### config.mk
export PLATFORM = sky130hd
export DESIGN_NAME = platform_pio_arbiter
export DESIGN_NICKNAME = d
export VERILOG_FILES = /design/src/rtl/platform_pio_arbiter.sv
export SDC_FILE = /design/constraint.sdc
export NUM_CORES = 1
export LEC_CHECK = 0
export BUFFER_PORTS_ARGS = -buffer_cell sky130_fd_sc_hd__buf_2
export CORE_ASPECT_RATIO = 2
export CORE_UTILIZATION = 35
export DETAILED_ROUTE_END_ITERATION = 8
export HOLD_SLACK_MARGIN = 0.03
export PLACE_DENSITY = 0.7
export SLEW_MARGIN = 20
export SYNTH_ARGS = -nofsm -noshare
export SYNTH_HDL_FRONTEND = slang
export SYNTH_SLANG_ARGS = --single-unit
### constraint.sdc
create_clock -name clk -period 2.3 [get_ports clk]
set_input_delay 0.23 -clock clk [delete_from_list [all_inputs] [get_ports clk]]
set_output_delay 0.23 -clock clk [all_outputs]
set_load 0.02 [all_outputs]
### src/rtl/platform_pio_arbiter.sv
// Two-requester round-robin arbiter in front of an Avalon PIO slave.
// Each grant runs one PIO access: IDLE -> ACCESS -> (CAPTURE | SETTLE) -> DONE.
module platform_pio_arbiter #(
    parameter int unsigned SETTLE_CYCLES = 0
) (
    input  logic        clk,
    input  logic        reset,
    input  logic        req0,
    input  logic        req1,
    input  logic        wr0,
    input  logic        wr1,
    input  logic [1:0]  addr0,
    input  logic [1:0]  addr1,
    input  logic [1:0]  wdata0,
    input  logic [1:0]  wdata1,
    output logic        done0,
    output logic        done1,
    output logic [1:0]  rdata,
    output logic        busy,
    output logic [1:0]  pio_address,
    output logic        pio_chipselect,
    output logic        pio_write_n,
    output logic [31:0] pio_writedata,
    input  logic [31:0] pio_readdata
);

    typedef enum logic [2:0] {
        S_IDLE,
        S_ACCESS,
        S_CAPTURE,
        S_SETTLE,
        S_DONE
    } state_t;

    localparam logic [7:0] SETTLE_LOAD = (SETTLE_CYCLES > 0) ? 8'(SETTLE_CYCLES - 1) : 8'd0;

    state_t      state_q, state_d;
    logic        wr_q, wr_d;
    logic [1:0]  addr_q, addr_d;
    logic [1:0]  wdata_q, wdata_d;
    logic        gnt_q, gnt_d;
    logic        last_q, last_d;
    logic [7:0]  cnt_q, cnt_d;
    logic [1:0]  rdata_q, rdata_d;
    logic        pick1;
    logic        unused_readdata;

    assign unused_readdata = ^pio_readdata[31:2];

    // On a tie the requester not served last wins; a lone request always wins.
    assign pick1 = req1 & (~req0 | ~last_q);

    always_ff @(posedge clk or posedge reset) begin
        if (reset) begin
            state_q <= S_IDLE;
            wr_q    <= 1'b0;
            addr_q  <= '0;
            wdata_q <= '0;
            gnt_q   <= 1'b0;
            last_q  <= 1'b1;
            cnt_q   <= '0;
            rdata_q <= '0;
        end else begin
            state_q <= state_d;
            wr_q    <= wr_d;
            addr_q  <= addr_d;
            wdata_q <= wdata_d;
            gnt_q   <= gnt_d;
            last_q  <= last_d;
            cnt_q   <= cnt_d;
            rdata_q <= rdata_d;
        end
    end

    always_comb begin
        state_d        = state_q;
        wr_d           = wr_q;
        addr_d         = addr_q;
        wdata_d        = wdata_q;
        gnt_d          = gnt_q;
        last_d         = last_q;
        cnt_d          = cnt_q;
        rdata_d        = rdata_q;
        done0          = 1'b0;
        done1          = 1'b0;
        pio_chipselect = 1'b0;
        pio_write_n    = 1'b1;

        case (state_q)
            S_IDLE: begin
                if (req0 | req1) begin
                    gnt_d   = pick1;
                    wr_d    = pick1 ? wr1    : wr0;
                    addr_d  = pick1 ? addr1  : addr0;
                    wdata_d = pick1 ? wdata1 : wdata0;
                    state_d = S_ACCESS;
                end
            end
            S_ACCESS: begin
                pio_chipselect = 1'b1;
                pio_write_n    = ~wr_q;
                if (!wr_q) begin
                    state_d = S_CAPTURE;
                end else if (SETTLE_CYCLES != 0) begin
                    cnt_d   = SETTLE_LOAD;
                    state_d = S_SETTLE;
                end else begin
                    state_d = S_DONE;
                end
            end
            S_CAPTURE: begin
                // Slave readdata is registered, so it now reflects the ACCESS address.
                rdata_d = pio_readdata[1:0];
                state_d = S_DONE;
            end
            S_SETTLE: begin
                if (cnt_q == 8'd0) begin
                    state_d = S_DONE;
                end else begin
                    cnt_d = cnt_q - 8'd1;
                end
            end
            S_DONE: begin
                done0   = ~gnt_q;
                done1   = gnt_q;
                last_d  = gnt_q;
                state_d = S_IDLE;
            end
            default: state_d = S_IDLE;
        endcase
    end

    assign busy          = (state_q != S_IDLE);
    assign pio_address   = addr_q;
    assign pio_writedata = {30'b0, wdata_q};
    assign rdata         = rdata_q;

endmodule

Word-level counts from Yosys, hierarchy flattened
Index checks and enable logic that the tools add are counted.
{"block": "classes", "mux": 11, "reduce_logical": 6, "eq_ne": 6, "add_sub_neg": 1, "bitwise_logic": 8}
{"operator": "$pmux W3 S4", "count": 1}
{"operator": "$mux W3", "count": 3}
{"operator": "$logic_not A8 Y1", "count": 1}
{"operator": "$sub A8 B1 Y8 const B", "count": 1}
{"operator": "$eq A3 B2 Y1 const B", "count": 2}
{"operator": "$reduce_and A2 Y1", "count": 3}
{"operator": "$mux W1", "count": 5}
{"operator": "$not A1 Y1", "count": 5}
{"operator": "$mux W2", "count": 2}
{"operator": "$ne A2 B2 Y1 const B", "count": 2}
{"operator": "$eq A3 B1 Y1 const B", "count": 1}
{"operator": "$eq A3 B3 Y1 const B", "count": 1}
{"operator": "$logic_not A3 Y1", "count": 1}
{"operator": "$reduce_bool A3 Y1", "count": 1}
{"operator": "$or A1 B1 Y1", "count": 2}
{"operator": "$and A1 B1 Y1", "count": 1}
{"block": "word_totals", "reg_bits": 20, "input_bits": 46, "elab_cells": 40, "out_inout_bits": 41}

Longest topological paths before layout
Gate-level depths: netlist of run 1.
{"block": "logic_depth", "depth_word": 4, "ltp_mapped": 5, "mapped_depth_nobuf": 5}

Worst setup path before layout of run 1
OpenSTA, ideal clock, no wires.
{"block": "synth_timing", "path_kind": "flip-flop to flip-flop", "startpoint": "register cnt_q[2]", "endpoint": "register cnt_q[7]", "path_slack_ns": 0.627, "path_buffers": 0, "setup_ns": 0.128, "synth_period_minus_slack_ns": 1.673, "stages_incl_launch_ff": 4, "arrival_time_ns": 1.545, "required_time_ns": 2.172, "path_cell_list": "dfrtp_1 > or4_4 > nor4_2 > mux2_1"}
{"block": "synth_between", "elab_chain_cells": 3, "elab_cells_between_ends": 4, "classes_between": "add/sub: 1; bitwise: 1; reduce/logical: 2"}
{"item": "start: declaration", "line_no": "43", "text": "logic [7:0] cnt_q, cnt_d;"}
{"item": "start signal: assignment", "line_no": "70", "text": "cnt_q <= cnt_d;"}
{"item": "branches (longest 3 deep; another with $sub A8 B1 Y8)"}
Several ways; the timed one is not identified.
A chain may end at the register's enable or synchronous reset.

Final worst setup path of run 1
Ends and elaborated chain as after synthesis.

==> results of run 1 <==
-- cell type report --
class                           count  share of cell area [%]
Timing Repair Buffer               26                   9.729
Inverter                            6                   1.684
Tap cell                           32                   2.993
Sequential cell                    20                   37.51
Multi-Input combinational cell     88                   43.97
Clock buffer                        4                   4.116
-- cells in the final DEF, fill, tap and decap left out, types with 2 or more instances in the layout --
| cell | Yosys | final |
|---|---|---|
| a21o_1 | 3 | 3 |
| a21oi_1 | 4 | 4 |
| buf_2 | 1 | 26 |
| clkbuf_8 | 0 | 4 |
| conb_1 | 1 | 30 |
| dfrtp_1 | 19 | 19 |
| ha_1 | 2 | 2 |
| inv_1 | 6 | 6 |
| mux2_1 | 9 | 9 |
| mux2_2 | 5 | 5 |
| mux2i_1 | 3 | 3 |
| nand2_1 | 4 | 4 |
| nor2_1 | 4 | 4 |
| nor3_1 | 4 | 4 |
| nor3b_1 | 2 | 2 |
| nor4_2 | 2 | 2 |
| xor2_1 | 3 | 3 |
-- layer usage --
metal | wire [um] | part of all wire [%] | global-route usage, % | up-vias
met5 | 0 | 0 | 0 | -
met1 | 685 | 34 | 10.44 | 399
met4 | 23 | 1.1 | 4.959 | 0
met3 | 82 | 4.1 | 0.6316 | 4
li1 | - | - | - | 387
met2 | 1227 | 61 | 24.29 | 49
-- registers in the layout (all words and copies together), names as in the netlist --
name / cells
cnt_q: 8
wdata_q: 2
state_q: 3
last_q: 1
pio_address: 2
gnt_q: 1
rdata: 2
wr_q: 1
-- per-stage QoR --
step | util (%) | setup WS, ns | total power [mW] | cell area [um2]
after global routing | 39.59 | 0.4791 | 1.442 | 1338
after CTS | 39.59 | 0.5370 | 1.366 | 1338
after global placement | 37.96 | 0.5362 | 1.089 | 1282
after detailed placement | 37.96 | 0.5370 | 1.096 | 1282
final | 39.59 | 0.5523 | 1.354 | 1338
after floorplan | - | 0.6273 | 0.9757 | 1343
-- worst max-delay path, delay by kind of cell, from the launching register on --
kind	cells	cell delay (ns)
simple gates	2	0.85
mux	1	0.35
flops	1	0.45
-- kinds of logic (layout without fill, tap and decap cells) --
group           after synthesis  count (layout)  share of synthesized area, %
buf+inv                      37              36                         20.49
compound gates               11              11                         5.984
other cells                   1              30                        0.3040
mux                          17              17                         15.21
xor+xnor                      4               4                         2.840
simple gates                 24              24                         12.47
fa+ha+maj                     2               2                         2.028
flops                        20              20                         40.67
-- power breakdown --
group	switching [mW]	internal [mW]
Clock	0.112	0.152
Combinational	0.325	0.213
Sequential	0.0911	0.461
-- worst max path at each step --
stage | endpoint | slack, ns | startpoint
finish | cnt_q[7] | 0.55 | cnt_q[2]
global route | state_q[1] | 0.48 | cnt_q[0]
CTS | cnt_q[7] | 0.54 | cnt_q[2]
detailed placement | cnt_q[7] | 0.54 | cnt_q[2]
global placement | cnt_q[7] | 0.54 | cnt_q[2]
floorplan | cnt_q[7] | 0.63 | cnt_q[2]
==> results by group, run 1 <==
Synth
  • FF+latch count, synth: 20
  • Top_reg_cell synth: dfrtp_1
  • Top cell type's share of synthesized area: 38.54%
  • Gate Count Post-Synth: 116
  • Yosys Warn Count: 0
  • Mapped cell area: 0.001234 mm2
  • Synth area leader: dfrtp_1
  • Synth top area cells: dfrtp_1 39%, buf_4 18%, mux2_1 8.2%
  • Unique masters post-synth: 31
  • Count leader, synth: buf_4
  • Avg Cell Area, Syn: 10.64 um2
  • Ys async rst share: 100.0%
  • Sequential share of the synthesized area: 40.67%
  • EDFF count, synth: 0
  • Post-synth top cells: 30 x buf_4, 19 x dfrtp_1, 9 x mux2_1

Final layout
  • Post-route insts no fill: 176
  • Antenna cells: 0
  • Net count, final: about 190
  • Reg area: 501.7 um2
  • Area delta synth->final: 8.418%
  • Multi-input gate area: around 590 um2
  • Fraction of final layout cells sized beyond drive strength 1: 27.78%
  • Fillers: 343

GRT
  • Vias in the first global route: 795
  • Antenna violations before repair: 0
  • Largest net degree at the start of global routing: 21
  • First-pass GRT wire length: approximately 3400 um
  • Gr usage total: between 10% and 20%
  • Gr ovfl total: 0

CTS
  • Post-cts sizing count: 0
  • TritonCTS clock tree: yes
  • H-Tree Level Count: 1
  • TritonCTS Buffers: 3
  • Clock latency on the worst-skew pair: 0.26 ns
  • Setup bufs post-CTS: 0
  • Clock sink count: 20
  • CTS root buf: clkbuf_8
  • CTS max path bufs: 2
  • CTS clk-pin slew, worst paths: 0.08 ns
  • Hold Buf Count CTS: 0

Drt
  • Vias after detailed routing: 839
  • Drt first-iter violations: 22
  • Wire per inst: 11.47 um
  • Final ANT Viol Nets: 0
  • Initial DRT Pass Iterations: 6
  • # DRC: 0
  • Via density: 4.767
  • Total Wirelength: ~2000 um

Run
  • Max-Cap Viols: 0

Worst setup path
  • Slowest stage delay, CP: 0.57 ns
  • R2r setup slk: roughly 0.55 ns
  • Worst Reg2Reg Path Length in Cells: 3
  • Worst reg2reg path endpoint: cnt_q[7]
  • R2R Path Start: cnt_q[2]
  • WP data required: 2.45 ns
  • Critical path peak fanout: 6
  • Worst Path Arrival: approximately 1.9 ns
  • Slowest stage cell, crit path: or4_4
  • Critical path class: register to register
  • Cell chain of the critical path: or4_4 > nor4_2 > mux2_1
  • Startpoint Class: register
  • Crit. End Element: register

STA
  • Setup violators final: 0
  • RSZ-0062 raised after global routing: no
  • Tcrit/Tclk final: 75.99%
  • Min Tclk post-route: about 1.7 ns
  • Hold violation count in the final report: 0
  • TNS Setup: 0 ns
  • Worst slew pin tran: 0.7556 ns
  • Worst hold margin: roughly 0.095 ns
  • Relative slew margins: 49.57%
  • Slew Limit Fails: 0
  • Clock Skew: 0.008788 ns
  • Fmax: 572.2 MHz

Placed design
  • Port buffer count: 26
  • Placer Congestion: 0.7221
  • Cells after DPL: 172
  • HPWL Detailed: approximately 1600 um

Floorplan
  • Io pins: 87
  • Die Footprint: 0.003781 mm2
  • Placeable Area: 0.003378 mm2
  • Die Ht: 85.96 um
  • Chip Width: 43.98 um
  • Core Rows: 30
  • Starting density of the core: 36.52%

Hold path
  • Class of the worst hold path: primary input to async pin

Power and ir drop
  • Maximum VDD drop: 0.5782 mV
  • Leak: 0.7238 nW
  • P per Cell Area: 1013 mW/mm2

Status
  • Status: completed
No activity file was read; power rests on OpenSTA's default activity.
==> run 2, diff against run 1 <==
clock period = 1.7 ns   (was 2.3 ns; I/O delays follow)
==> run 2 against run 1 <==
Worst hold slack improved by 0.053 ns. Critical path type unchanged. Critical endpoint is now cnt_q[5]. Largest cell class unchanged. Worst setup slack got worse by 0.47 ns. Core utilization rose by 3.0 points. Sequential power rose by 30%.
==> results by group, run 2 (synthesis results as in run 1) <==
Drt
  • # DRC: 0 (unchanged)
  • Via density: 4.596 (-3.6%)
  • Total Wirelength: 2150 um (+6.5%)
  • Final ANT Viol Nets: 0 (unchanged)
  • Drt first-iter violations: 19 (-14%)
  • Initial DRT Pass Iterations: 6 (unchanged)
  • Wire per inst: 11.44 um (-0.26%)
  • Vias after detailed routing: 864 (+3.0%)

CTS
  • CTS max path bufs: 2 (unchanged)
  • H-Tree Level Count: 1 (unchanged)
  • TritonCTS Buffers: 3 (unchanged)
  • Clock sink count: 20 (unchanged)
  • Clock latency on the worst-skew pair: 0.26 ns (about the same)
  • CTS root buf: clkbuf_8
  • CTS clk-pin slew, worst paths: 0.08 ns (about the same)
  • TritonCTS clock tree: yes

Floorplan
  • Io pins: 87 (unchanged)
  • Die Ht: 85.96 um (unchanged)
  • Placeable Area: 0.003378 mm2 (unchanged)
  • Die Footprint: 0.003781 mm2 (unchanged)
  • Core Rows: 30 (unchanged)
  • Starting density of the core: 36.52% (unchanged)
  • Chip Width: 43.98 um (unchanged)

Power and ir drop
  • Leak: 0.7777 nW (+7.5%)
  • Switching part of the total: 39.02% (about the same)
  • Internal: 1.134 mW (+37%)
  • P per Cell Area: 1294 mW/mm2 (+28%)
  • Flop pwr share: 38.4% (-2.4 points)
  • Clk network pwr share: 17.1% (-2.4 points)
  • Maximum VDD drop: 0.9461 mV (+64%)
  • Gate power share: 44.5% (+4.8 points)
  • Switching power: 0.7257 mW (+37%)

STA
  • Setup violators final: 0 (unchanged)
  • Relative slew margins: 55.90% (+6.3 points)
  • Clock Skew: 0.008624 ns (-0.0001642 ns)
  • Fmax: 618.5 MHz (+8.1%)
  • Slew Limit Fails: 0 (unchanged)
  • Worst slew pin tran: 0.6570 ns (-0.09861 ns)
  • RSZ-0062 raised after global routing: no
  • Hold violation count in the final report: 0 (unchanged)
  • Min Tclk post-route: 1.617 ns (-0.1310 ns)
  • Tcrit/Tclk final: 95.10% (+19 points)
  • Final setup margin: 0.08325 ns (-0.4690 ns)
  • TNS Setup: 0 ns (unchanged)

Worst setup path
  • Critical path class: register to register
  • Slowest stage cell, crit path: dfrtp_1
  • Slowest stage delay, CP: 0.40 ns (-0.17 ns)
  • Family with the most delay on the worst path: simple AND/OR/NAND/NOR gates
  • Cell chain of the critical path: buf_4 > or3_1 > nor3_1 > mux2_1
  • R2r setup slk: 0.08 ns (-0.47 ns)
  • Crit. End Element: register
  • CP bufs+invs: 1 (+1)
  • R2R Path Start: cnt_q[3]
  • Critical Path Start: cnt_q[3]
  • Worst reg2reg path endpoint: cnt_q[5]
  • WP data required: 1.83 ns (-0.62 ns)
  • Worst Reg2Reg Path Length in Cells: 4 (+1)
  • Startpoint Class: register
  • Critical path peak fanout: 4 (-2)
  • Worst Path Arrival: 1.75 ns (-0.14 ns)

Run
  • Max-Cap Viols: 0 (unchanged)

Final layout
  • Antenna cells: 0 (unchanged)
  • Largest register FFs: 8 (unchanged)
  • Fillers: 334 (-2.6%)
  • Fraction of final layout cells sized beyond drive strength 1: 33.33% (+5.6 points)
  • Post-layout util: 42.56% (+3.0 points)
  • Commonest non-fill, non-tap cells in the layout: 30 x conb_1, 26 x buf_2, 19 x dfrtp_1, 11 x buf_4, 9 x mux2_1
  • Biggest regs: cnt_q x8, state_q x3
  • Area delta synth->final: 16.53%
  • Reg with most FFs: cnt_q
  • Commonest non-fill, non-tap cell in the layout: conb_1
  • Net count, final: 205 (+6.2%)

GRT
  • Largest net degree at the start of global routing: 21 (unchanged)
  • First-pass GRT wire length: 3525 um (+4.9%)
  • Antenna violations before repair: 0 (unchanged)
  • Gr usage total: 12.21% (+0.57 points)
  • Gr ovfl total: 0 (unchanged)
  • Vias in the first global route: 811 (+2.0%)

Hold path
  • Hold Path Depth: 2
  • Hold path start: pio_readdata[1]
  • Class of the worst hold path: primary input to register
  • Hold EP: rdata[1]

Placed design
  • Placer Congestion: 0.7821 (+8.3%)
  • Port buffer count: 26 (unchanged)
  • Dpl ws: 0.01965 ns (-0.5174 ns)
  • HPWL Detailed: 1740 um (+6.6%)

Status
  • Status: completed
## run 2: worst max-delay path by stage
| stage | to | slack [ns] | depth (start not counted) |
|---|---|---|---|
| after floorplan | cnt_q[7] | 0.03 | 3 |
| after CTS | cnt_q[7] | 0.005 | 3 |
| final | cnt_q[5] | 0.08 | 4 |
| after detailed placement | cnt_q[7] | 0.02 | 3 |
| after global routing | cnt_q[1] | 0.02 | 6 |
| after global placement | cnt_q[7] | 0.04 | 3 |
## run 2: stage by stage
step | power (mW) | hold WS, ns | instance area (um2) | instances
4_1_cts | 1.870 | 0.1475 | 1420 | 188
3_5_place_dp | 1.547 | 0.2088 | 1365 | 183
2_1_floorplan | 1.320 | 0.1331 | 1343 | 145
6_report | 1.860 | 0.1483 | 1438 | 188
3_3_place_gp | 1.536 | 0.2047 | 1365 | 183
5_1_grt | 1.961 | 0.1537 | 1438 | 188
## run 2: power groups by stage
stage	combinational [mW]	clock (mW)	sequential, mW
after CTS	0.831	0.324	0.716
after global routing	0.894	0.335	0.733
after floorplan	0.517	0	0.803
after detailed placement	0.825	0	0.722
after global placement	0.814	0	0.721
final	0.827	0.318	0.715
## run 2: cell type report
| type | instances | area (um2) | share of cell area, % |
|---|---|---|---|
| Multi-Input combinational cell | 88 | 605.6 | 42.12 |
| Timing Repair Buffer | 38 | 222.7 | 15.49 |
| Sequential cell | 20 | 501.7 | 34.90 |
| Tap cell | 32 | 40.04 | 2.785 |
| Clock buffer | 4 | 45.04 | 3.133 |
| Inverter | 6 | 22.52 | 1.567 |
## run 2: timing repair
item	4_1_cts	5_1_grt
hold buffers	1	0
setup endpoints to repair	0	5
endpoints found under the hold margin	19	0
setup buffers	0	0
gates resized for setup	0	3
## run 2: per-layer routing
layer	GRT usage (%)	routed length [um]	up-vias
li1	-	-	414
met2	25.64	1314	46
met4	4.132	15	0
met5	0	0	-
met1	11.32	738	402
met3	0.6316	81	2
==> run 3, diff against run 2 <==
ABC_AREA = 1   (was unset)
CAP_MARGIN = 20   (was unset)
CORE_UTILIZATION = 38   (was 35)
PLACE_DENSITY = 0.74   (was 0.7)
==> run 3 against run 2 <==
The run now ends with DRC left. Critical path depth unchanged. Register-to-register slack better by 0.20 ns. Design area increased by 0.17%. Via count rose by 21%. Sequential share of layout area fell by 0.061 points. Clock power grew 12%. Maximum frequency increased by 8.1%. Highest routed layer unchanged.
==> results by group, run 3 <==
Worst setup path
  • Family with the most delay on the worst path: flip-flops
  • Worst Path Arrival: 1.33 ns (-0.42 ns)
  • R2R Path Start: last_q
  • Crit. End Element: primary output
  • Slowest stage cell, crit path: dfrtp_1
  • Critical path peak fanout: 7 (+3)
  • Critical path class: register to primary output
  • WP data required: 1.53 ns (-0.30 ns)
  • Worst Setup EP: done1
  • Worst reg2reg path endpoint: wr_q
  • R2r setup slk: 0.28 ns (+0.20 ns)
  • Slowest stage delay, CP: 0.36 ns (-0.04 ns)
  • Cell chain of the critical path: inv_1 > nand3_1 > nor2_1 > buf_2
  • CP Depth: 4 (unchanged)
  • CP bufs+invs: 2 (+1)
  • Startpoint Class: register
  • Critical Path Start: state_q[0]
  • Worst Reg2Reg Path Length in Cells: 4 (unchanged)

CTS
  • TritonCTS Buffers: 3 (unchanged)
  • Hold Buf Count CTS: 1 (unchanged)
  • Post-cts sizing count: 0 (unchanged)
  • CTS clk-pin slew, worst paths: 0.07 ns (about the same)
  • H-Tree Level Count: 1 (unchanged)
  • Setup bufs post-CTS: 0 (unchanged)
  • CTS root buf: clkbuf_8
  • CTS max path bufs: 2 (unchanged)
  • TritonCTS clock tree: yes
  • Clock latency on the worst-skew pair: 0.26 ns (about the same)
  • Clock sink count: 20 (unchanged)

Final layout
  • Post-route insts no fill: 233 (+24%)
  • Final Cell Area: 0.001440 mm2 (+0.17%)
  • Net count, final: 251 (+22%)
  • Commonest non-fill, non-tap cell in the layout: nand2_1
  • Largest register FFs: 8 (unchanged)
  • Antenna cells: 0 (unchanged)
  • Biggest regs: cnt_q x8, state_q x3
  • Area delta synth->final: 9.411%
  • Commonest non-fill, non-tap cells in the layout: 53 x nand2_1, 30 x conb_1, 26 x buf_2, 21 x inv_1, 19 x dfrtp_1
  • Reg with most FFs: cnt_q
  • Fraction of final layout cells sized beyond drive strength 1: 21.29% (-12 points)

Synth
  • Post-synth top cells: 53 x nand2_1, 30 x buf_4, 21 x inv_1
  • Avg Cell Area, Syn: 7.697 um2 (-28%)
  • Unique masters post-synth: 25 (-19%)
  • Ys async rst share: 100.0% (unchanged)
  • Top cell type's share of synthesized area: 36.12% (-2.4 points)
  • EDFF count, synth: 0 (unchanged)
  • FF+latch count, synth: 20 (unchanged)
  • Count leader, synth: nand2_1
  • Sequential share of the synthesized area: 38.12% (-2.6 points)
  • XOR/XNOR Fraction of Synth Area: 1.996% (-0.84 points)
  • Synth area leader: dfrtp_1
  • Post-Synth Simple-Gate Area: 24.90% (+12 points)
  • Top_reg_cell synth: dfrtp_1
  • Gate Count Post-Synth: 171 (+47%)
  • Yosys Warn Count: 0 (unchanged)
  • Mux cell area share after synthesis: 0% (-15 points)
  • Adder-cell share of the synthesized area: 1.901% (-0.13 points)
  • Compound-Gate Fraction of Synth Area: 8.175% (+2.2 points)
  • Largest family of logic cells by synthesized area: simple AND/OR/NAND/NOR gates
  • Mapped cell area: 0.001316 mm2 (+6.7%)
  • Synth top area cells: dfrtp_1 36%, buf_4 17%, nand2_1 15%

GRT
  • First-pass GRT wire length: 3898 um (+11%)
  • Gr usage total: 14.13% (+1.9 points)
  • Gr ovfl total: 0 (unchanged)
  • Antenna violations before repair: 0 (unchanged)
  • Largest net degree at the start of global routing: 21 (unchanged)
  • Vias in the first global route: 934 (+15%)

Placed design
  • Placed Area: 0.001375 mm2 (+0.73%)
  • Cells after DPL: 228 (+25%)
  • Placer Congestion: 0.8524 (+9.0%)
  • HPWL Detailed: 1938 um (+11%)
  • Dpl ws: 0.2687 ns (+0.2490 ns)
  • Port buffer count: 26 (unchanged)

STA
  • TNS Setup: 0 ns (unchanged)
  • Clock Skew: 0.003202 ns (-0.005422 ns)
  • RSZ-0062 raised after global routing: no
  • Tcrit/Tclk final: 87.98% (-7.1 points)
  • Final setup margin: 0.2044 ns (+0.1211 ns)
  • Worst slew pin tran: 0.7259 ns (+0.06884 ns)
  • Relative slew margins: 51.61% (-4.3 points)
  • Slew Limit Fails: 0 (unchanged)
  • Fmax: 668.6 MHz (+8.1%)
  • Min Tclk post-route: 1.496 ns (-0.1211 ns)
  • Setup violators final: 0 (unchanged)
  • Hold violation count in the final report: 0 (unchanged)

Drt
  • Vias after detailed routing: 1046 (+21%)
  • # DRC: 2 (+2)
  • Initial DRT Pass Iterations: 6 (unchanged)
  • Final ANT Viol Nets: 0 (unchanged)
  • Wire per inst: 10.16 um (-11%)
  • Total Wirelength: 2367 um (+10%)
  • Drt first-iter violations: 27 (+8)
  • Via density: 4.489 (-2.3%)

Status
  • Failing checks: DRC
  • Status: finished, violations left

Power and ir drop
  • Power Total: 1.857 mW (-0.13%)
  • Clk network pwr share: 19.2% (+2.1 points)
  • P per Cell Area: 1290 mW/mm2 (-0.30%)
  • Switching part of the total: 42.68% (+3.7 points)
  • Maximum VDD drop: 1.015 mV (+7.3%)
  • Internal: 1.065 mW (-6.1%)
  • Leak: 0.8626 nW (+11%)
  • Gate power share: 43.1% (-1.4 points)
  • Flop pwr share: 37.7% (-0.7 points)
  • Switching power: 0.7928 mW (+9.2%)

Floorplan
  • Die Ht: 85.23 um (-0.85%)
  • Die Footprint: 0.003717 mm2 (-1.7%)
  • Placeable Area: 0.003229 mm2 (-4.4%)
  • Starting density of the core: 40.76% (+4.2 points)
  • Io pins: 87 (unchanged)
  • Chip Width: 43.62 um (-0.83%)
  • Core Rows: 29 (-3.3%)

Hold path
  • Hold Path Depth: 3 (+1)
  • Class of the worst hold path: primary input to register

Run
  • Max-Cap Viols: 0 (unchanged)
-- run 3: area by class of cell --
class,count,area (um2)
fillers,345,1789
multi-input cells,126,599.3
flip-flops and latches,20,501.7
repair buffers,30,162.7
inverters,22,82.58
clock buffers,4,55.05
well taps,31,38.79
-- run 3: worst min-delay path by stage --
stage / start / to / slack (ns)
2_1_floorplan: reset / cnt_q[0] / 0.13
3_3_place_gp: reset / cnt_q[4] / 0.21
3_5_place_dp: reset / gnt_q / 0.21
4_1_cts: pio_readdata[0] / rdata[0] / 0.14
5_1_grt: pio_readdata[0] / rdata[0] / 0.14
6_report: pio_readdata[0] / rdata[0] / 0.14
-- run 3: tightest hold or removal path, cell delays in order --
cell and delay [ns]:
buf_2 0.08, nand3_1 0.06, nand2_1 0.06
-- run 3: cells by family after synthesis --
kind of cell             Yosys count
AO/OA/AOI/OAI                     16
XOR/XNOR                           3
adder cells (fa/ha/maj)            2
buffers and inverters             54
flip-flops                        20
other                              1
AND/OR/NAND/NOR                   75
-- run 3: stage by stage --
| stage | hold WS, ns | utilization [%] |
|---|---|---|
| 2_1_floorplan | 0.1331 | - |
| 3_3_place_gp | 0.2093 | 42.58 |
| 3_5_place_dp | 0.2135 | 42.58 |
| 4_1_cts | 0.1393 | 44.60 |
| 5_1_grt | 0.1417 | 44.60 |
| 6_report | 0.1436 | 44.60 |
-- run 3: power groups by stage --
stage	logic [mW]	clock network [mW]	registers, mW
after floorplan	0.540	0	0.786
after global placement	0.792	0	0.705
after detailed placement	0.815	0	0.705
after CTS	0.817	0.367	0.700
after global routing	0.884	0.379	0.718
final	0.800	0.357	0.700
-- run 3: routing by layer --
metal / part of all wire (%) / wire (um) / vias up / track usage [%]
met2: 61 / 1449 / 43 / 27.95
met5: 0 / 0 / - / 0
met4: 1.5 / 36 / 0 / 7.386
li1: - / - / 526 / -
met3: 3.6 / 86 / 4 / 1.277
met1: 34 / 794 / 473 / 12.98
